`src/rtl/lcd_rx_pkg.sv`:
```
// Shared opcodes, receiver state encoding and default display geometry for the
// LCD serial write-link receiver.
package lcd_rx_pkg;

    localparam int PAGE_W_DEF = 3;
    localparam int COL_W_DEF  = 7;

    localparam logic [7:0] CMD_PAGE_BASE = 8'hB0;
    localparam logic [7:0] CMD_COLH_BASE = 8'h10;
    localparam logic [7:0] CMD_COLL_BASE = 8'h00;
    localparam logic [7:0] CMD_DISP_OFF  = 8'hAE;
    localparam logic [7:0] CMD_DISP_ON   = 8'hAF;

    typedef enum logic [1:0] {
        ST_IDLE   = 2'd0,
        ST_SHIFT  = 2'd1,
        ST_DECODE = 2'd2
    } rx_state_t;

    // Page select covers B0..B7; the low three bits carry the page.
    function automatic logic is_page_cmd(input logic [7:0] b);
        return (b & 8'hF8) == CMD_PAGE_BASE;
    endfunction

    function automatic logic is_colh_cmd(input logic [7:0] b);
        return (b & 8'hF0) == CMD_COLH_BASE;
    endfunction

    function automatic logic is_coll_cmd(input logic [7:0] b);
        return (b & 8'hF0) == CMD_COLL_BASE;
    endfunction

endpackage

```
`src/rtl/lcd_spi_deser.sv`:
```
// Serial byte deserialiser: sck rise detect, MSB-first shift register and cs framing.
// With LCD_SERIAL_RX_ERR_EN defined it also flags cs rising mid-byte.
module lcd_spi_deser
    import lcd_rx_pkg::*;
(
    input  logic       clk,
    input  logic       rst,
    input  logic       sck,
    input  logic       sda,
    input  logic       rs,
    input  logic       cs,
    output logic       byte_vld,
    output logic [7:0] rx_byte,
    output logic       rs_lat
`ifdef LCD_SERIAL_RX_ERR_EN
    ,
    output logic       frame_err
`endif
);

    logic      sck_q;
    logic [2:0] bit_cnt;
    logic [6:0] shift;
    rx_state_t state;

    logic rise_s;
    logic last_bit_s;

    assign rise_s     = sck & ~sck_q & ~cs;
    assign last_bit_s = rise_s && (bit_cnt == 3'd7);

    // Completed byte is presented in the cycle its 8th bit is sampled, so the
    // decoder can register its strobes on that same edge.
    always_comb begin
        byte_vld = last_bit_s;
        rx_byte  = {shift, sda};
        rs_lat   = rs;
    end

`ifdef LCD_SERIAL_RX_ERR_EN
    // cs high is only seen with a non-zero count on the first cycle of a mid-byte abort
    always_comb begin
        frame_err = cs && (bit_cnt != 3'd0);
    end
`endif

    // Edge detect, shift register, bit counter and framing state
    always_ff @(posedge clk or posedge rst) begin
        if (rst) begin
            sck_q   <= 1'b0;
            bit_cnt <= 3'd0;
            shift   <= 7'd0;
            state   <= ST_IDLE;
        end else begin
            sck_q <= sck;
            if (cs) begin
                bit_cnt <= 3'd0;
                shift   <= 7'd0;
                state   <= ST_IDLE;
            end else begin
                // A rise is accepted in every state so one landing on DECODE is not lost.
                if (rise_s) begin
                    shift   <= {shift[5:0], sda};
                    bit_cnt <= last_bit_s ? 3'd0 : bit_cnt + 3'd1;
                end else begin
                    bit_cnt <= bit_cnt;
                end
                case (state)
                    ST_IDLE:   state <= ST_SHIFT;
                    ST_SHIFT:  state <= last_bit_s ? ST_DECODE : ST_SHIFT;
                    ST_DECODE: state <= ST_SHIFT;
                    default:   state <= ST_IDLE;
                endcase
            end
        end
    end

endmodule

```
`src/rtl/lcd_serial_rx.sv`:
```
// LCD serial write-link receiver: decodes page/column commands, writes data bytes
// to a frame-buffer port with column auto-increment. Optional: LCD_SERIAL_RX_ERR_EN.
module lcd_serial_rx
    import lcd_rx_pkg::*;
#(
    parameter int PAGE_W = PAGE_W_DEF,
    parameter int COL_W  = COL_W_DEF
) (
    input  logic                      sys_clk,
    input  logic                      sys_rst,
    input  logic                      sck,
    input  logic                      sda,
    input  logic                      rs,
    input  logic                      cs,
    output logic                      fb_we,
    output logic [PAGE_W+COL_W-1:0]   fb_addr,
    output logic [7:0]                fb_data,
    output logic                      cmd_valid,
    output logic [7:0]                cmd_byte,
    output logic                      disp_on,
    output logic                      err_frame
);

    logic              byte_vld_s;
    logic [7:0]        rx_byte_s;
    logic              rs_lat_s;
    logic [PAGE_W-1:0] page_r;
    logic [COL_W-1:0]  col_r;

`ifdef LCD_SERIAL_RX_ERR_EN
    logic frame_err_s;
`endif

    lcd_spi_deser u_deser (
        .clk      (sys_clk),
        .rst      (sys_rst),
        .sck      (sck),
        .sda      (sda),
        .rs       (rs),
        .cs       (cs),
        .byte_vld (byte_vld_s),
        .rx_byte  (rx_byte_s),
        .rs_lat   (rs_lat_s)
`ifdef LCD_SERIAL_RX_ERR_EN
        ,
        .frame_err(frame_err_s)
`endif
    );

    // Registered decode of each completed byte into writes, address updates and command strobes
    always_ff @(posedge sys_clk or posedge sys_rst) begin
        if (sys_rst) begin
            fb_we     <= 1'b0;
            fb_addr   <= '0;
            fb_data   <= 8'd0;
            cmd_valid <= 1'b0;
            cmd_byte  <= 8'd0;
            disp_on   <= 1'b0;
            page_r    <= '0;
            col_r     <= '0;
        end else begin
            fb_we     <= 1'b0;
            cmd_valid <= 1'b0;
            if (byte_vld_s) begin
                if (rs_lat_s) begin
                    fb_we   <= 1'b1;
                    fb_addr <= {page_r, col_r};
                    fb_data <= rx_byte_s;
                    col_r   <= col_r + COL_W'(1);
                end else if (is_page_cmd(rx_byte_s)) begin
                    page_r <= rx_byte_s[PAGE_W-1:0];
                end else if (is_colh_cmd(rx_byte_s)) begin
                    // byte[3] is deliberately ignored: only three high column bits exist
                    col_r[COL_W-1:4] <= rx_byte_s[COL_W-5:0];
                end else if (is_coll_cmd(rx_byte_s)) begin
                    col_r[3:0] <= rx_byte_s[3:0];
                end else begin
                    cmd_valid <= 1'b1;
                    cmd_byte  <= rx_byte_s;
                    case (rx_byte_s)
                        CMD_DISP_OFF: disp_on <= 1'b0;
                        CMD_DISP_ON:  disp_on <= 1'b1;
                        default:      disp_on <= disp_on;
                    endcase
                end
            end else begin
                col_r <= col_r;
            end
        end
    end

`ifdef LCD_SERIAL_RX_ERR_EN
    // Sticky framing error, cleared only by reset
    always_ff @(posedge sys_clk or posedge sys_rst) begin
        if (sys_rst) begin
            err_frame <= 1'b0;
        end else if (frame_err_s) begin
            err_frame <= 1'b1;
        end else begin
            err_frame <= err_frame;
        end
    end
`else
    assign err_frame = 1'b0;
`endif

endmodule

```
`config.mk`:
```
export PLATFORM = sky130hd
export DESIGN_NAME = lcd_serial_rx
export DESIGN_NICKNAME = d
export VERILOG_FILES = /design/src/rtl/lcd_rx_pkg.sv /design/src/rtl/lcd_spi_deser.sv /design/src/rtl/lcd_serial_rx.sv
export SDC_FILE = /design/constraint.sdc
export NUM_CORES = 1
export LEC_CHECK = 0
export CAP_MARGIN = 20
export CORE_MARGIN = 8
export CORE_UTILIZATION = 26
export DETAILED_ROUTE_END_ITERATION = 8
export PLACE_DENSITY = 0.47
export SLEW_MARGIN = 20
export SYNTH_ARGS = -nofsm -noshare
export SYNTH_HDL_FRONTEND = slang
export SYNTH_HIERARCHICAL = 1
export SYNTH_SLANG_ARGS = --single-unit
```
`constraint.sdc`:
```
create_clock -name sys_clk -period 3.8 [get_ports sys_clk]
set_input_delay 1.14 -clock sys_clk [delete_from_list [all_inputs] [get_ports sys_clk]]
set_output_delay 1.14 -clock sys_clk [all_outputs]
set_load 0.01 [all_outputs]
```
==> summary.md <==
| Metric | Value |
|---|---|
| Status | `completed` |
| Distinct cells, synth | `40` |
| CTS H-tree depth | `2` |
| Worst-Skew Late Latency | `around 0.3 ns` |
| Rows | `34` |
| Fin util | `32.7%` |
| Unrepaired setup endpoints after global routing | `no` |
| Setup violations, final | `0` |
| Clock Power Share | `36.0%` |
| Max Slew Vio Count | `0` |
| Setup slack, reg-to-reg | `1.74 ns` |
| Die ar. | `~12000 µm²` |
| EDFF count, synth | `0` |
| Netlist Area Pre-Place | `2300 µm²` |
| First-pass DRT Iterations | `4` |
| Initial core utilization | `26.6%` |
| Vias | `1632` |
| Leak | `1.25 nW` |
| Hold Path Class | `reg2reg` |
| Clock Sinks | `50` |
| Initial antenna violation count | `0` |
| CP peak stage delay | `around 0.48 ns` |
| Final setup skew | `0.00490 ns` |
| CP cell instances | `clkdlybuf4s50_1 > nand2b_1 > nor3b_2 > nand2_1 > nor4_4 > mux2_2` |
| DRT antenna net count | `0` |
| Setup crit end kind | `register` |
| Clock transition at the registers of the reported paths | `0.09 ns` |
| Max Clock Freq | `0.343 GHz` |
| Final hold vios | `0` |
| Root buf cell | `clkbuf_8` |
| Pwr/cell area | `316 nW/µm²` |
| Worst r2r dst | `page_r[0]` |
| FF+latch count, synth | `50` |
| PostCTS Resize Cnt | `0` |
| Core area | `8640 µm²` |
| Required @ worst endpoint | `3.99 ns` |
| Tot GR Track Use | `9.43%` |
| CTS Buf Count | `5` |
| Int Pwr | `0.691 mW` |
| CP Launch Type | `primary input` |
| Die Y-Extent | `approximately 110 µm` |
| Synthesized area per cell | `11.3 µm²` |
| Post-CTS Setup Inserts | `0` |
| WHS Endpoint | `fb_addr[5]` |
| Dpl hpwl | `3.58 mm` |
| Met2 GRT Util | `~15%` |
| Worst r2r src | `u_deser/sck_q` |
| Comb pwr share | `about 3.7%` |
| Flop pwr share | `60.2%` |
| GR Util met3 | `2.15%` |
| Worst Path Arrival | `3.10 ns` |
| Non-Filler Instances | `346` |
| Tmin final | `between 2 and 3 ns` |
| Cells after Synth | `slightly above 200` |
| Peak fanout along the critical path | `10` |
| Peak VDD IR | `0.122 mV` |
| Hold Path Depth | `2` |
| Nets | `246` |
| WS Path Type | `in2reg` |
| Post-DR vias/cell | `4.72` |
| Hold path startpoint | `fb_addr[5]` |
| Hold buffer count at CTS | `0` |
| Ant diodes | `0` |
| Area delta synth->final | `23.0%` |
| P_sw | `0.201 mW` |
| Max_slew headroom | `between 60% and 70%` |
| DRT iter0 DRCs | `100` |
| Worst slew pin tran | `0.518 ns` |
| Synth warnings | `6` |
| Syn nets | `approximately 210` |
| CTS tree | `yes` |
| I/O Buffers | `34` |
| Layout cell share with drive strength beyond 1 | `around 19%` |
| Grt total ovfl | `0` |
| Switching share of power | `22.5%` |
| DR DRC count | `0` |
| Max-Cap Viols | `0` |
| GP Congestion | `0.754` |
| Slowest CP cell | `clkdlybuf4s50_1` |
| Wire per inst | `between 15 and 20 µm` |
| Vias in the first global route | `1638` |
| Reg2reg path depth | `5` |
| Fin crit share | `76.6%` |
| Met1 global-route usage | `11.9%` |
| # IOs | `36` |
| Die Width | `110 µm` |
| Deepest clock path buffer count | `2` |
| Setup TNS | `0 ns` |
| Main flop type after synthesis | `dfrtp_1` |
| Total power draw | `0.892 mW` |
| Largest net degree at the start of global routing | `40` |
| Asr flop ratio synth | `100%` |
| Global-route wire length before repair | `8.80 mm` |
| GR peak layer | `met2` |
| Sequential area share after synthesis | `between 50% and 60%` |
| Placed Cells | `338` |
| Final wirelength | `5.38 mm` |
==> stage by stage <==
step	hold slack, ns	worst slack [ns]	instance area [µm²]
finish	0.484	0.889	2830
global route	0.528	0.804	2830
CTS	0.498	0.904	2830
detailed placement	0.475	0.564	2730
global placement	0.467	0.635	2730
floorplan	0.477	1.22	2300
==> registers in the layout (all words and copies together) (netlist names) <==
signal	count
u_deser/sck_q	1
cmd_valid	1
fb_addr	10
fb_we	1
cmd_byte	8
u_deser/shift	7
page_r	3
fb_data	8
col_r	7
disp_on	1
u_deser/bit_cnt	3
==> cells by family after synthesis <==
group	synth area share, %
other	0.163
multiplexers	12.4
AND/OR/NAND/NOR	15.0
adder cells (fa/ha/maj)	1.63
flip-flops	54.5
buffers and inverters	4.96
AO/OA/AOI/OAI	11.4
==> worst max-delay path by stage <==
stage	start	endpoint	depth (start not counted)
after global placement	sck	disp_on	6
after global routing	sck	page_r[1]	6
after floorplan	sck	cmd_byte[0]	7
after detailed placement	sck	page_r[1]	6
after CTS	sck	page_r[0]	6
final	sck	page_r[0]	6
==> final cells by class <==
class | count | area [µm²]
clock buffers | 7 | 86.3
clock inverters | 1 | 5.00
fillers | 894 | 5810
inverters | 8 | 30.0
multi-input cells | 132 | 932
flip-flops and latches | 50 | 1250
well taps | 108 | 135
repair buffers | 40 | 385
==> layer usage <==
metal  up-vias  part of all wire, %
li1        780                    -
met1       800                   46
met2        44                   47
met3         8                  5.1
met4         0                  1.8
met5         -                    0
==> cells in the final DEF (no fill, tap or decap), drive strengths merged, types with 6 or more instances in the layout <==
cell type | netlist | final
dfrtp | 50 | 50
clkdlybuf4s50 | 0 | 34
nand2 | 31 | 31
mux2 | 23 | 23
a21oi | 15 | 15
o21ai | 9 | 9
nor2 | 9 | 9
inv | 8 | 8
clkbuf | 3 | 7
buf | 11 | 6
==> power by group through the flow <==
stage | Combinational [mW] | Clock (mW) | Sequential, mW
final | 0.0333 | 0.322 | 0.537
after global routing | 0.0383 | 0.358 | 0.538
after detailed placement | 0.0349 | 0 | 0.548
after floorplan | 0.0241 | 0 | 0.546
after global placement | 0.0352 | 0 | 0.548
after CTS | 0.0349 | 0.342 | 0.537
==> critical path, delay by kind of cell <==
family,cells,cell delay [ns]
buffers and inverters,1,0.48
multiplexers,1,0.37
AND/OR/NAND/NOR,4,1.11
==> synthesized netlist by cell type (all sizes together) (4+ instances only) <==
library cell | count | share of area [%]
nor2 | 9 | 1.5
nand2 | 31 | 5.1
dfrtp | 50 | 54
nor4 | 4 | 2.0
o22ai | 4 | 1.1
buf | 11 | 3.2
o21ai | 9 | 2.0
a21oi | 15 | 3.3
o21a | 4 | 1.6
mux2 | 23 | 12
inv | 8 | 1.3
Power figures use the tool's default switching activity.
